--- config.mk ---
export PLATFORM = sky130hd
export DESIGN_NAME = debounced_updown_display
export DESIGN_NICKNAME = d
export VERILOG_FILES = /design/src/rtl/debounced_updown_display.sv
export SDC_FILE = /design/constraint.sdc
export NUM_CORES = 1
export LEC_CHECK = 0
export ABC_AREA = 0
export CORE_AREA = 2 2 97 137
export CTS_BUF_LIST = sky130_fd_sc_hd__clkbuf_8
export CTS_CLUSTER_SIZE = 24
export DETAILED_ROUTE_END_ITERATION = 16
export DIE_AREA = 0 0 99 139
export PLACE_DENSITY_LB_ADDON = 0.3
export SYNTH_ARGS = -nofsm -noshare
export SYNTH_HDL_FRONTEND = slang
export SYNTH_SLANG_ARGS = --single-unit
export TNS_END_PERCENT = 20
--- constraint.sdc ---
create_clock -name clk -period 4.56 [get_ports clk]
set_input_delay 0.456 -clock clk [delete_from_list [all_inputs] [get_ports clk]]
set_output_delay 0.456 -clock clk [all_outputs]
set_load 0.01 [all_outputs]
--- src/rtl/debounced_updown_display.sv ---
// debounced_updown_display: debounced push-switch BCD up/down counter with multiplexed 7-segment display
module debounced_updown_display #(
  parameter int DIGITS = 8,
  parameter int DEBOUNCE_TICKS = 1000000,
  parameter int REPEAT_DELAY = 0,
  parameter int REPEAT_RATE = 10000000,
  parameter int REFRESH_TICKS = 100000,
  parameter bit BLANK_LZ = 1
) (
  input  logic                  clk,
  input  logic                  reset,
  input  logic                  sw,
  input  logic                  uphdnl,
  input  logic                  wrap_en,
  output logic [6:0]            seg,
  output logic [DIGITS-1:0]     an,
  output logic [4*DIGITS-1:0]   count,
  output logic                  limit
);
  localparam int DBW = $clog2(DEBOUNCE_TICKS + 1);
  localparam int TMAX = REPEAT_DELAY > REPEAT_RATE ? REPEAT_DELAY : REPEAT_RATE;
  localparam int TW = $clog2(TMAX + 1);
  localparam int RW = $clog2(REFRESH_TICKS + 1);
  localparam int IW = DIGITS > 1 ? $clog2(DIGITS) : 1;
  localparam logic [1:0] IDLE = 2'd0, HOLD = 2'd1, REPEAT = 2'd2;

  logic [1:0]           sw_q, dir_q, wrap_q;
  logic                 sw_s, dir_s, wrap_s;
  logic                 db;
  logic [DBW-1:0]       db_cnt;
  logic [1:0]           state;
  logic [TW-1:0]        tmr;
  logic                 step;
  logic [4*DIGITS-1:0]  nxt;
  logic                 cout;
  logic [RW-1:0]        rcnt;
  logic [IW-1:0]        idx, idx_n;
  logic [3:0]           dig;
  logic                 blank;
  logic [6:0]           enc;

  assign sw_s = sw_q[1];
  assign dir_s = dir_q[1];
  assign wrap_s = wrap_q[1];

  // two-flop synchronisers for the raw board inputs
  always_ff @(posedge clk)
    if (!reset) begin
      sw_q <= '0;
      dir_q <= '0;
      wrap_q <= '0;
    end else begin
      sw_q <= {sw_q[0], sw};
      dir_q <= {dir_q[0], uphdnl};
      wrap_q <= {wrap_q[0], wrap_en};
    end

  // accept a new switch level only after it has disagreed with db long enough
  always_ff @(posedge clk)
    if (!reset) begin
      db <= 1'b0;
      db_cnt <= '0;
    end else if (sw_s == db)
      db_cnt <= '0;
    else if (db_cnt == DBW'(DEBOUNCE_TICKS)) begin
      db <= sw_s;
      db_cnt <= '0;
    end else
      db_cnt <= db_cnt + 1'b1;

  // a step fires on the press, after the repeat delay, then at the repeat rate
  always_comb
    step = db && (state == IDLE ||
                  (state == HOLD && REPEAT_DELAY > 0 && tmr == TW'(REPEAT_DELAY - 1)) ||
                  (state == REPEAT && tmr == TW'(REPEAT_RATE - 1)));

  // press / hold / repeat sequencing with a shared hold timer
  always_ff @(posedge clk)
    if (!reset || !db) begin
      state <= IDLE;
      tmr <= '0;
    end else if (step) begin
      state <= state == IDLE ? HOLD : REPEAT;
      tmr <= '0;
    end else
      tmr <= tmr + 1'b1;

  // BCD ripple increment/decrement; cout set when every digit was at the limit
  always_comb begin
    nxt = count;
    cout = 1'b1;
    for (int i = 0; i < DIGITS; i++) begin
      nxt[4*i+:4] = !cout ? count[4*i+:4] :
                    dir_s ? (count[4*i+:4] == 4'd9 ? 4'd0 : count[4*i+:4] + 4'd1) :
                            (count[4*i+:4] == 4'd0 ? 4'd9 : count[4*i+:4] - 4'd1);
      cout = cout && count[4*i+:4] == (dir_s ? 4'd9 : 4'd0);
    end
  end

  // count register: wrap or saturate at the limits, flagging either with limit
  always_ff @(posedge clk)
    if (!reset) begin
      count <= '0;
      limit <= 1'b0;
    end else begin
      limit <= step && cout;
      if (step && (!cout || wrap_s))
        count <= nxt;
    end

  // next scan index and the segment pattern of the digit it selects
  always_comb begin
    idx_n = rcnt == RW'(REFRESH_TICKS - 1) ? (idx == IW'(DIGITS - 1) ? '0 : idx + 1'b1) : idx;
    dig = count[{idx_n, 2'b00} +: 4];
    blank = BLANK_LZ && idx_n != '0 && (count >> {idx_n, 2'b00}) == '0;
    case (dig)
      4'd0: enc = 7'b0000001;
      4'd1: enc = 7'b1001111;
      4'd2: enc = 7'b0010010;
      4'd3: enc = 7'b0000110;
      4'd4: enc = 7'b1001100;
      4'd5: enc = 7'b0100100;
      4'd6: enc = 7'b0100000;
      4'd7: enc = 7'b0001111;
      4'd8: enc = 7'b0000000;
      4'd9: enc = 7'b0000100;
      default: enc = 7'b1111111;
    endcase
  end

  // registered display scan so seg and an switch on the same edge
  always_ff @(posedge clk)
    if (!reset) begin
      rcnt <= '0;
      idx <= '0;
      an <= ~DIGITS'(1);
      seg <= 7'b0000001;
    end else begin
      rcnt <= rcnt == RW'(REFRESH_TICKS - 1) ? '0 : rcnt + 1'b1;
      idx <= idx_n;
      an <= ~(DIGITS'(1) << idx_n);
      seg <= blank ? 7'b1111111 : enc;
    end
endmodule

==> impl_metrics.py <==
metrics = {
    "sta": {
        "worstMarginPinSlew_ns": 0.951,
        "whs_ns": 0.438,
        "final-setup-viol-count": 0,
        "relSlewSlack_pct": 36.4,
        "min_period_ns": 4.00,
        "hold_viol_final": 0,
        "fmax_mhz": 250,
        "worst_slack_ns": 0.558,
        "finClkSkew_ns": 0.0162,
        "fin_crit_sh_pct": 87.8,
        "rsz0062_at_grt": "no",
        "tns_ns": 0,
        "slew_viol_final": 0,
    },
    "yosys": {
        "synth_top_flop_cell": "dfxtp_1",
        "synth_warnings": 0,
        "yosysTopAreaCellShare_pct": 37.7,
        "synth_edf_count": 0,
        "yosys.area.top_type": "dfxtp_1",
        "ys_ff_latch": 121,
        "synthArstFlopShare_pct": 0,
        "ys_types": 60,
        "seq_area_frac_synth_pct": 37.7,
        "syn_nets": 809,
        "netlist_area_um2": 6430,
        "avgSynthCellArea_um2": 8.13,
        "syn_inst": 791,
        "ys_top_cells_by_area": "dfxtp_1 38%, nor2_1 7.1%, xor2_1 5.7%, mux2i_1 4.2%, xnor2_1 4.0%",
    },
    "global_routing": {
        "grt_pass1_wl_mm": 25.1,
        "gr-total-overflow": 0,
        "grt_max_degree": 38,
        "first_global_vias": 5479,
        "antenna_found_initial": 0,
        "grt_usage_pct": 22.1,
    },
    "die": {
        "die_x_um": 99,
        "io_pins": 53,
        "die-area_um2": 13800,
        "rows": 49,
        "core_um2": 12600,
        "start_util_pct": 51.2,
        "die_y_um": 139,
    },
    "job": {
        "maxCapViolations": 0,
    },
    "detailed_routing": {
        "drt_wl_total_mm": 14.9,
        "vias": 5674,
        "final_antenna_net_count": 0,
        "first_pass_iters": 5,
        "drc": 0,
        "drtIter0Drc": 294,
        "wl_per_cell_um": 15.3,
        "avgViaCountPerCell": 5.80,
    },
    "layout": {
        "layout.cells.most_common": "nor2_1",
        "fin_util_pct": 58.1,
        "fin_cells": 979,
        "areaGrowthSynthToFinish_pct": 13.6,
        "n_antenna_cell": 0,
        "design_area_um2": 7310,
        "drive_gt1_share_pct": 8.11,
        "layout_common_cells": "122 x nor2_1, 121 x dfxtp_1, 52 x clkdlybuf4s50_1, 51 x nand2_1, 50 x o21ai_0",
        "nNetsFinal": 833,
    },
    "setup_path": {
        "cp.arrival_ns": 4.30,
        "critPathKind": "reg2reg",
        "cp-start-kind": "register",
        "cpPeakStageDelay_ns": 0.80,
        "critPathSlowestCell": "mux2i_2",
        "reg2reg_depth": 13,
        "cp.buffers_inverters": 0,
        "required_ns": 4.86,
        "path_cells": "ha_1, nand4_1, nor4_4, mux2i_2, mux2i_1, a22oi_1, nand2_1, ha_1, o21ai_1, a21oi_1, and4_1, o21ai_1, o21ai_1",
        "critical_path_cell_count": 13,
        "r2r_start": "rcnt[0]",
        "endpoint_kind": "register",
        "critical_path.top_delay_family": "simple AND/OR/NAND/NOR gates",
        "path_max_fanout": 12,
        "reg2reg_to": "seg[3]",
        "ff2ff_setup_slack_ns": 0.56,
        "cpMostUsedCell": "o21ai_1",
    },
    "power": {
        "finalPower_mw": 1.97,
        "ir_drop_uv": 161,
        "powerDensity_nw_per_um2": 269,
        "p_leak_nw": 2.68,
    },
    "place": {
        "post_dp_cell_area_um2": 6960,
        "io_buffers": 52,
        "gp_congestion": 0.909,
        "place_ws_ns": 0.615,
        "dp_cells": 949,
        "dp_hpwl_mm": 10.8,
    },
    "status": {
        "status": "complete, no violations",
    },
    "cts": {
        "clk_pin_slew_worst_paths_ns": 0.07,
        "hold_buffers": 0,
        "cts_setup_buffers": 0,
        "cts_inserted_buffers": 17,
        "clockBufferDepth": 2,
        "cts_resized": 0,
        "htreeDepth": 4,
        "clock_sinks": 121,
        "clk_root_buffer_cell": "clkbuf_8",
        "cts_tree": "done",
        "clkLatencyLatePin_ns": 0.44,
    },
    "hold_path": {
        "hold_depth": 1,
        "hold_path.class": "reg2reg",
        "holdPathEnd": "sw_q[1]",
        "hp-start": "sw_q[0]",
    },
}
[power breakdown]
group	switching [mW]	internal (mW)
registers	0.00321	1.06
logic	0.0336	0.0166
clock network	0.416	0.437
total	0.453	1.51
[layout make-up]
cell class,count,area [um2]
Tap cell,153,191
Sequential cell,121,2420
Timing Repair Buffer,59,573
Clock inverter,8,47.5
Multi-Input combinational cell,591,3680
Clock buffer,22,303
Fill cell,1117,5260
Inverter,25,93.8
[cell usage after synthesis, drive strengths merged, types with 14 or more instances]
library cell	count
o221a	14
a21oi	38
clkbuf	38
xor2	42
xnor2	29
nor2	123
mux2i	27
and2	17
dfxtp	121
nor3	18
buf	16
nand2	52
o21ai	63
nand3	42
inv	25
[flip-flops by register name, indices dropped and copies added (netlist names)]
register,count
tmr,24
limit,1
db_cnt,20
count,32
wrap_q,2
db,1
seg,7
dir_q,2
an,8
idx,3
state,2
rcnt,17
sw_q,2
[logic make-up (layout without fill, tap and decap cells)]
family,count (synthesis),count (layout),synth area share [%]
AO/OA/AOI/OAI,148,148,14.6
XOR/XNOR,71,71,9.67
adder cells (fa/ha/maj),13,13,2.53
buffers and inverters,79,114,5.27
flip-flops,121,121,37.7
multiplexers,29,29,4.61
AND/OR/NAND/NOR,330,330,25.7
[layer usage]
| layer | up-vias | track usage [%] | wire, um |
|---|---|---|---|
| met3 | 36 | 5.29 | 672 |
| li1 | 2799 | - | - |
| met2 | 164 | 38.4 | 7570 |
| met4 | 0 | 9.52 | 459 |
| met5 | - | 0 | 0 |
| met1 | 2675 | 25.8 | 6230 |
[worst reg2reg max path: stages, from the launching register on]
cell	delay [ns]
dfxtp_1	0.37
ha_1	0.21
nand4_1	0.27
nor4_4	0.56
mux2i_2	0.80
mux2i_1	0.20
a22oi_1	0.26
nand2_1	0.17
ha_1	0.25
o21ai_1	0.11
a21oi_1	0.05
and4_1	0.24
o21ai_1	0.27
o21ai_1	0.12
[worst max-delay path by stage]
| stage | startpoint | to | slack, ns |
|---|---|---|---|
| 2_1_floorplan | dir_q[1] | count[30] | 1.22 |
| 3_3_place_gp | rcnt[0] | seg[0] | 0.84 |
| 3_5_place_dp | rcnt[0] | seg[3] | 0.61 |
| 4_1_cts | rcnt[0] | seg[3] | 0.59 |
| 5_1_grt | rcnt[0] | seg[1] | 0.30 |
| 6_report | rcnt[0] | seg[3] | 0.56 |
No activity file was read; power rests on OpenSTA's default activity.
